## src/rtl/mcu_pkg.sv

```systemverilog
// Shared definitions for the MCU target router: target ids, FSM encoding
// and the default inactivity timeout.
package mcu_pkg;

    localparam int TGT_SYS = 0;
    localparam int TGT_HID = 1;
    localparam int TGT_OSD = 2;
    localparam int TGT_SDC = 3;

    localparam logic [15:0] DEFAULT_TIMEOUT = 16'd50000;

    typedef enum logic [1:0] {
        ST_IDLE = 2'd0,
        ST_CMD  = 2'd1,
        ST_DATA = 2'd2,
        ST_DROP = 2'd3
    } state_t;

endpackage

```

## src/rtl/mcu_target_router_irq_latch.sv

```systemverilog
// One interrupt source: rising-edge detect, pending latch with ack, and
// mask gating of the pending bit toward the combined MCU interrupt.
module irq_latch
    import mcu_pkg::*;
(
    input  logic clk,
    input  logic reset,
    input  logic src,
    input  logic ack,
    input  logic mask,
    output logic pending,
    output logic masked
);

    logic src_prev_reg;
    logic pending_reg;
    logic rise;

    assign rise = src & ~src_prev_reg;

    // A new edge takes priority over an ack in the same clock so no event is lost.
    always_ff @(posedge clk) begin
        if (reset) begin
            src_prev_reg <= 1'b0;
            pending_reg  <= 1'b0;
        end else begin
            src_prev_reg <= src;
            if (rise)
                pending_reg <= 1'b1;
            else if (ack)
                pending_reg <= 1'b0;
        end
    end

    assign pending = pending_reg;
    assign masked  = pending_reg & mask;

endmodule

```

## src/rtl/mcu_target_router.sv

```systemverilog
// Routes MCU SPI frames to the target selected by the first byte, returns
// that target's data byte, and aggregates target interrupt requests.
module mcu_target_router
    import mcu_pkg::*;
#(
    parameter int          NUM_TGT = 4,
    parameter logic [15:0] TIMEOUT = DEFAULT_TIMEOUT
) (
    input  logic                 clk,
    input  logic                 reset,
    input  logic                 mcu_strobe,
    input  logic                 mcu_start,
    input  logic [7:0]           mcu_din,
    output logic [7:0]           mcu_dout,
    output logic [NUM_TGT-1:0]   tgt_strobe,
    output logic                 tgt_start,
    output logic [7:0]           tgt_din,
    input  logic [8*NUM_TGT-1:0] tgt_dout,
    input  logic [NUM_TGT-1:0]   irq_src,
    input  logic [NUM_TGT-1:0]   irq_ack,
    input  logic [NUM_TGT-1:0]   irq_mask,
    output logic [NUM_TGT-1:0]   irq_pending,
    output logic                 int_out_n,
    output logic                 frame_err
);

    localparam int TGT_W = (NUM_TGT > 1) ? $clog2(NUM_TGT) : 1;

    state_t             state_reg, state_next;
    logic [TGT_W-1:0]   tgt_reg, tgt_next;
    logic [15:0]        cnt_reg, cnt_next;
    logic [NUM_TGT-1:0] strobe_reg, strobe_next;
    logic               start_reg, start_next;
    logic [7:0]         din_reg, din_next;
    logic [7:0]         dout_reg, dout_next;
    logic               err_reg, err_next;
    logic               int_n_reg;
    logic [NUM_TGT-1:0] masked;
    logic [7:0]         dout_arr [NUM_TGT];

    genvar gi;
    generate
        for (gi = 0; gi < NUM_TGT; gi++) begin : g_tgt
            assign dout_arr[gi] = tgt_dout[8*gi +: 8];

            irq_latch u_irq (
                .clk     (clk),
                .reset   (reset),
                .src     (irq_src[gi]),
                .ack     (irq_ack[gi]),
                .mask    (irq_mask[gi]),
                .pending (irq_pending[gi]),
                .masked  (masked[gi])
            );
        end
    endgenerate

    // State and registered outputs.
    always_ff @(posedge clk) begin
        if (reset) begin
            state_reg  <= ST_IDLE;
            tgt_reg    <= '0;
            cnt_reg    <= '0;
            strobe_reg <= '0;
            start_reg  <= 1'b0;
            din_reg    <= 8'h00;
            dout_reg   <= 8'h00;
            err_reg    <= 1'b0;
            int_n_reg  <= 1'b1;
        end else begin
            state_reg  <= state_next;
            tgt_reg    <= tgt_next;
            cnt_reg    <= cnt_next;
            strobe_reg <= strobe_next;
            start_reg  <= start_next;
            din_reg    <= din_next;
            dout_reg   <= dout_next;
            err_reg    <= err_next;
            int_n_reg  <= ~|masked;
        end
    end

    // Frame decoding, forwarding, return mux and inactivity timeout.
    always_comb begin
        state_next  = state_reg;
        tgt_next    = tgt_reg;
        cnt_next    = cnt_reg;
        strobe_next = '0;
        start_next  = 1'b0;
        din_next    = din_reg;
        err_next    = 1'b0;
        dout_next   = ((state_reg == ST_CMD) || (state_reg == ST_DATA)) ?
                      dout_arr[tgt_reg] : 8'h00;

        if (mcu_strobe && mcu_start) begin
            // A start byte always restarts the frame, whatever state we are in.
            cnt_next = '0;
            if (32'(mcu_din) < NUM_TGT) begin
                tgt_next   = mcu_din[TGT_W-1:0];
                state_next = ST_CMD;
            end else begin
                state_next = ST_DROP;
                err_next   = 1'b1;
            end
        end else begin
            case (state_reg)
                ST_CMD, ST_DATA: begin
                    if (mcu_strobe) begin
                        strobe_next = NUM_TGT'(1) << tgt_reg;
                        start_next  = (state_reg == ST_CMD);
                        din_next    = mcu_din;
                        state_next  = ST_DATA;
                        cnt_next    = '0;
                    end else if (cnt_reg == TIMEOUT - 16'd1) begin
                        state_next = ST_IDLE;
                        err_next   = 1'b1;
                        cnt_next   = '0;
                    end else begin
                        cnt_next = cnt_reg + 16'd1;
                    end
                end
                default: cnt_next = '0;
            endcase
        end
    end

    assign mcu_dout   = dout_reg;
    assign tgt_strobe = strobe_reg;
    assign tgt_start  = start_reg;
    assign tgt_din    = din_reg;
    assign int_out_n  = int_n_reg;
    assign frame_err  = err_reg;

endmodule

```

## config.mk

```make
export PLATFORM = sky130hd
export DESIGN_NAME = mcu_target_router
export DESIGN_NICKNAME = d
export VERILOG_FILES = /design/src/rtl/mcu_pkg.sv /design/src/rtl/mcu_target_router_irq_latch.sv /design/src/rtl/mcu_target_router.sv
export SDC_FILE = /design/constraint.sdc
export NUM_CORES = 1
export LEC_CHECK = 0
export CORE_ASPECT_RATIO = 2
export CORE_UTILIZATION = 35
export CTS_BUF_LIST = sky130_fd_sc_hd__clkbuf_8
export DETAILED_ROUTE_END_ITERATION = 8
export PLACE_DENSITY = 0.65
export SYNTH_ARGS = -nofsm -noshare
export SYNTH_HDL_FRONTEND = slang
export SYNTH_SLANG_ARGS = --single-unit
```

## constraint.sdc

```tcl
create_clock -name clk -period 2.5 [get_ports clk]
set_input_delay 0.5 -clock clk [delete_from_list [all_inputs] [get_ports clk]]
set_output_delay 0.5 -clock clk [all_outputs]
set_load 0.02 [all_outputs]
```

==> impl_metrics.csv <==
group,metric,value,unit
synth,syn_avg_cell_area,10.3,sq um
global_route,overflow,0,
route,first_pass_iters,6,
setup_path,required,2.73,ns
synth,synth_nets,264,
synth,ys_seq_elements,51,
setup_path,crit_path_start_kind,"register",
finish,instances_no_fill,348,
route,drtIter0Drc,32,
route,ant_nets,0,
synth,ys_types,37,
route,drc,2,
timing,worstMarginPinSlew,0.653,ns
floorplan,rows,39,
clock_tree,post_cts_buffers,0,
setup_path,critPathMaxFanout,15,
synth,synthCells,206,
synth,synth-edff-count,0,
setup_path,slowest_stage,"or2_2",
floorplan,io_pins,83,
setup_path,critPathMaxStageDelay,0.40,ns
synth,synth_area,2110,sq um
setup_path,critPathLaunch,"state_reg[0]",
clock_tree,cts_hold_buf,0,
finish,layout.nets,344,
floorplan,die-area,6370,sq um
global_route,grt_pass1_wl,8480,um
setup_path,r2r-end,"cnt_reg[14]",
synth,seq_area_frac_synth,48.3,%
floorplan,start_util,36.7,%
synth,synth_top_area_cell,"dfxtp_1",
global_route,track_usage,17.7,%
floorplan,die_x,56.9,um
clock_tree,cts-htree-levels,2,
setup_path,regToRegSetupSlack,0.66,ns
timing,hold_violations,0,
placed_design,dp.cells,340,
finish,multi_input_area,1020,sq um
timing,slew_violations,0,
clock_tree,cts_sinks,51,
floorplan,die_height,112,um
clock_tree,clkSlewWorstSetupHoldPaths,0.09,ns
timing,fin_crit_sh,73.8,%
placed_design,gp_congestion,0.756,
timing,grt_setup_unrepaired,"false",
timing,fin_skew,0.00282,ns
clock_tree,cts_tree,"yes",
route,avgViaCountPerCell,4.91,
setup_path,endpoint_kind,"register",
timing,fin_crit,1.84,ns
setup_path,endpoint,"cnt_reg[14]",
placed_design,place_hpwl,4210,um
clock_tree,root_buffer,"clkbuf_8",
finish,fill_cells,550,
timing,hold_slack,0.486,ns
worst_hold_path,min_path_type,"register to register",
synth,synthArstFlopShare,0,%
route,via_count,1709,
clock_tree,clock_path_buffers,2,
setup_path,reg2reg_from,"state_reg[0]",
finish,drive_above_1_share,8.36,%
setup_path,r2r_cells,5,
finish,largest_reg_flops,16,
global_route,antenna_found_initial,0,
timing,setup_tns,0,ns
route,wirelength,5230,um
clock_tree,cts_buffers,5,
power,power_density,514,nW/um^2
setup_path,path_class,"register to register",
power,p_leak,0.00109,uW
timing,slew_headroom,56.4,%
finish,area_growth,44.5,%
synth,yosys_warnings,0,
floorplan,core,5760,sq um
outcome,violations,"design-rule violations",
timing,setup_violations,0,
clock_tree,cts_resized,0,
global_route,grt_pass1_vias,1817,
clock_tree,clock_latency,0.30,ns
outcome,status,"finished, violations left",
finish,antennaDiodeCount,0,
synth,synth_area_leaders,"dfxtp_1 48%, mux4_2 8.5%, nor2_1 5.2%",
power,ir_drop,0.000404,V
setup_path,cp_data_arrival_time,2.08,ns
flow_run,maxCapViolations,0,
placed_design,io_buffers,82,
setup_path,crit_chain,"ha_1 -> or2_2 -> nor2_1 -> nand2_1 -> a21oi_1",
synth,synth_flop_cell,"dfxtp_1",
timing,fmax,542,MHz
route,routedWlPerCell,15.0,um
global_route,grt_start_max_net_pins,24,
synth,yosysTopAreaCellShare,48.3,%
finish,seq_area,1020,sq um
==> critical path: cells and delay by family (launching register included) <==
family          cells  cell delay [ns]
simple gates        3             0.86
fa+ha+maj           1             0.35
flops               1             0.34
compound gates      1             0.22
==> routing by layer <==
metal	track usage (%)	vias up	part of all wire (%)
met5	0	-	0
met4	9.43	0	3.3
met3	2.56	11	2.3
met2	34.5	33	60
met1	16.9	795	35
li1	-	870	-
==> through the flow <==
step	utilization [%]	total power [uW]	setup WS, ns	instance area [sq um]
final	53.0	1570	0.655	3050
after global routing	53.0	1640	0.496	3050
after CTS	53.0	1590	0.633	3050
after detailed placement	51.5	1120	0.437	2960
after global placement	51.5	1120	0.456	2960
after floorplan	-	974	0.828	2110
==> Yosys cell counts, types with 4 or more instances <==
| cell type | number |
|---|---|
| nor2b_1 | 12 |
| buf_4 | 4 |
| mux4_2 | 8 |
| mux2i_1 | 10 |
| clkbuf_1 | 4 |
| xnor2_1 | 10 |
| nand4_1 | 4 |
| nand3_1 | 5 |
| nand2_1 | 8 |
| a21oi_1 | 8 |
| nor2_1 | 29 |
| nand2b_1 | 8 |
| dfxtp_1 | 51 |
==> cells in the final DEF (no fill, tap or decap), types with 3 or more instances in the layout <==
cell	n
or3_1	3
nor3_1	3
nor3b_1	3
dfxtp_1	51
a21oi_1	8
xnor2_1	10
nand4_1	4
nor2_1	29
nand2_1	8
nor4_1	3
nand3_1	5
mux4_2	8
nand2b_1	8
o21ai_0	3
clkbuf_8	5
nor2b_1	12
mux2i_1	10
clkdlybuf4s50_1	82
and3_1	3
inv_1	3
==> how the worst min path moves through the flow <==
stage / endpoint / slack [ns] / depth (start not counted) / from
after CTS: g_tgt[1].u_irq.pending / 0.49 / 2 / g_tgt[1].u_irq.src_prev_reg
after detailed placement: g_tgt[1].u_irq.pending / 0.48 / 2 / g_tgt[1].u_irq.src_prev_reg
after floorplan: cnt_reg[0] / 0.43 / 1 / cnt_reg[0]
after global placement: cnt_reg[0] / 0.45 / 1 / cnt_reg[0]
after global routing: cnt_reg[15] / 0.51 / 2 / cnt_reg[15]
final: g_tgt[1].u_irq.pending / 0.49 / 2 / g_tgt[1].u_irq.src_prev_reg
==> logic make-up (layout without fill, tap and decap cells) <==
kind of cell	count (synthesis)	after routing	synth area share (%)
fa+ha+maj	2	2	1.18
xor+xnor	12	12	4.98
compound gates	16	16	4.32
simple gates	93	93	24.5
mux	18	18	13.3
flops	51	51	48.3
buf+inv	14	95	3.38
==> cell type report <==
cell class              instances  share of cell area [%]
clock buffers                   5                    2.25
clock inverters                 3                   0.656
inverters                       3                   0.369
multi-input cells             141                    33.4
flip-flops and latches         51                    33.4
well taps                      61                    2.50
repair buffers                 84                    27.4
==> power by group <==
part           switching (uW)  leakage (uW)  internal, uW
logic                    92.0      0.000632           150
registers                12.9      0.000415           841
clock network             278     0.0000402           195
total                     383       0.00109          1190
Power figures use the tool's default switching activity.
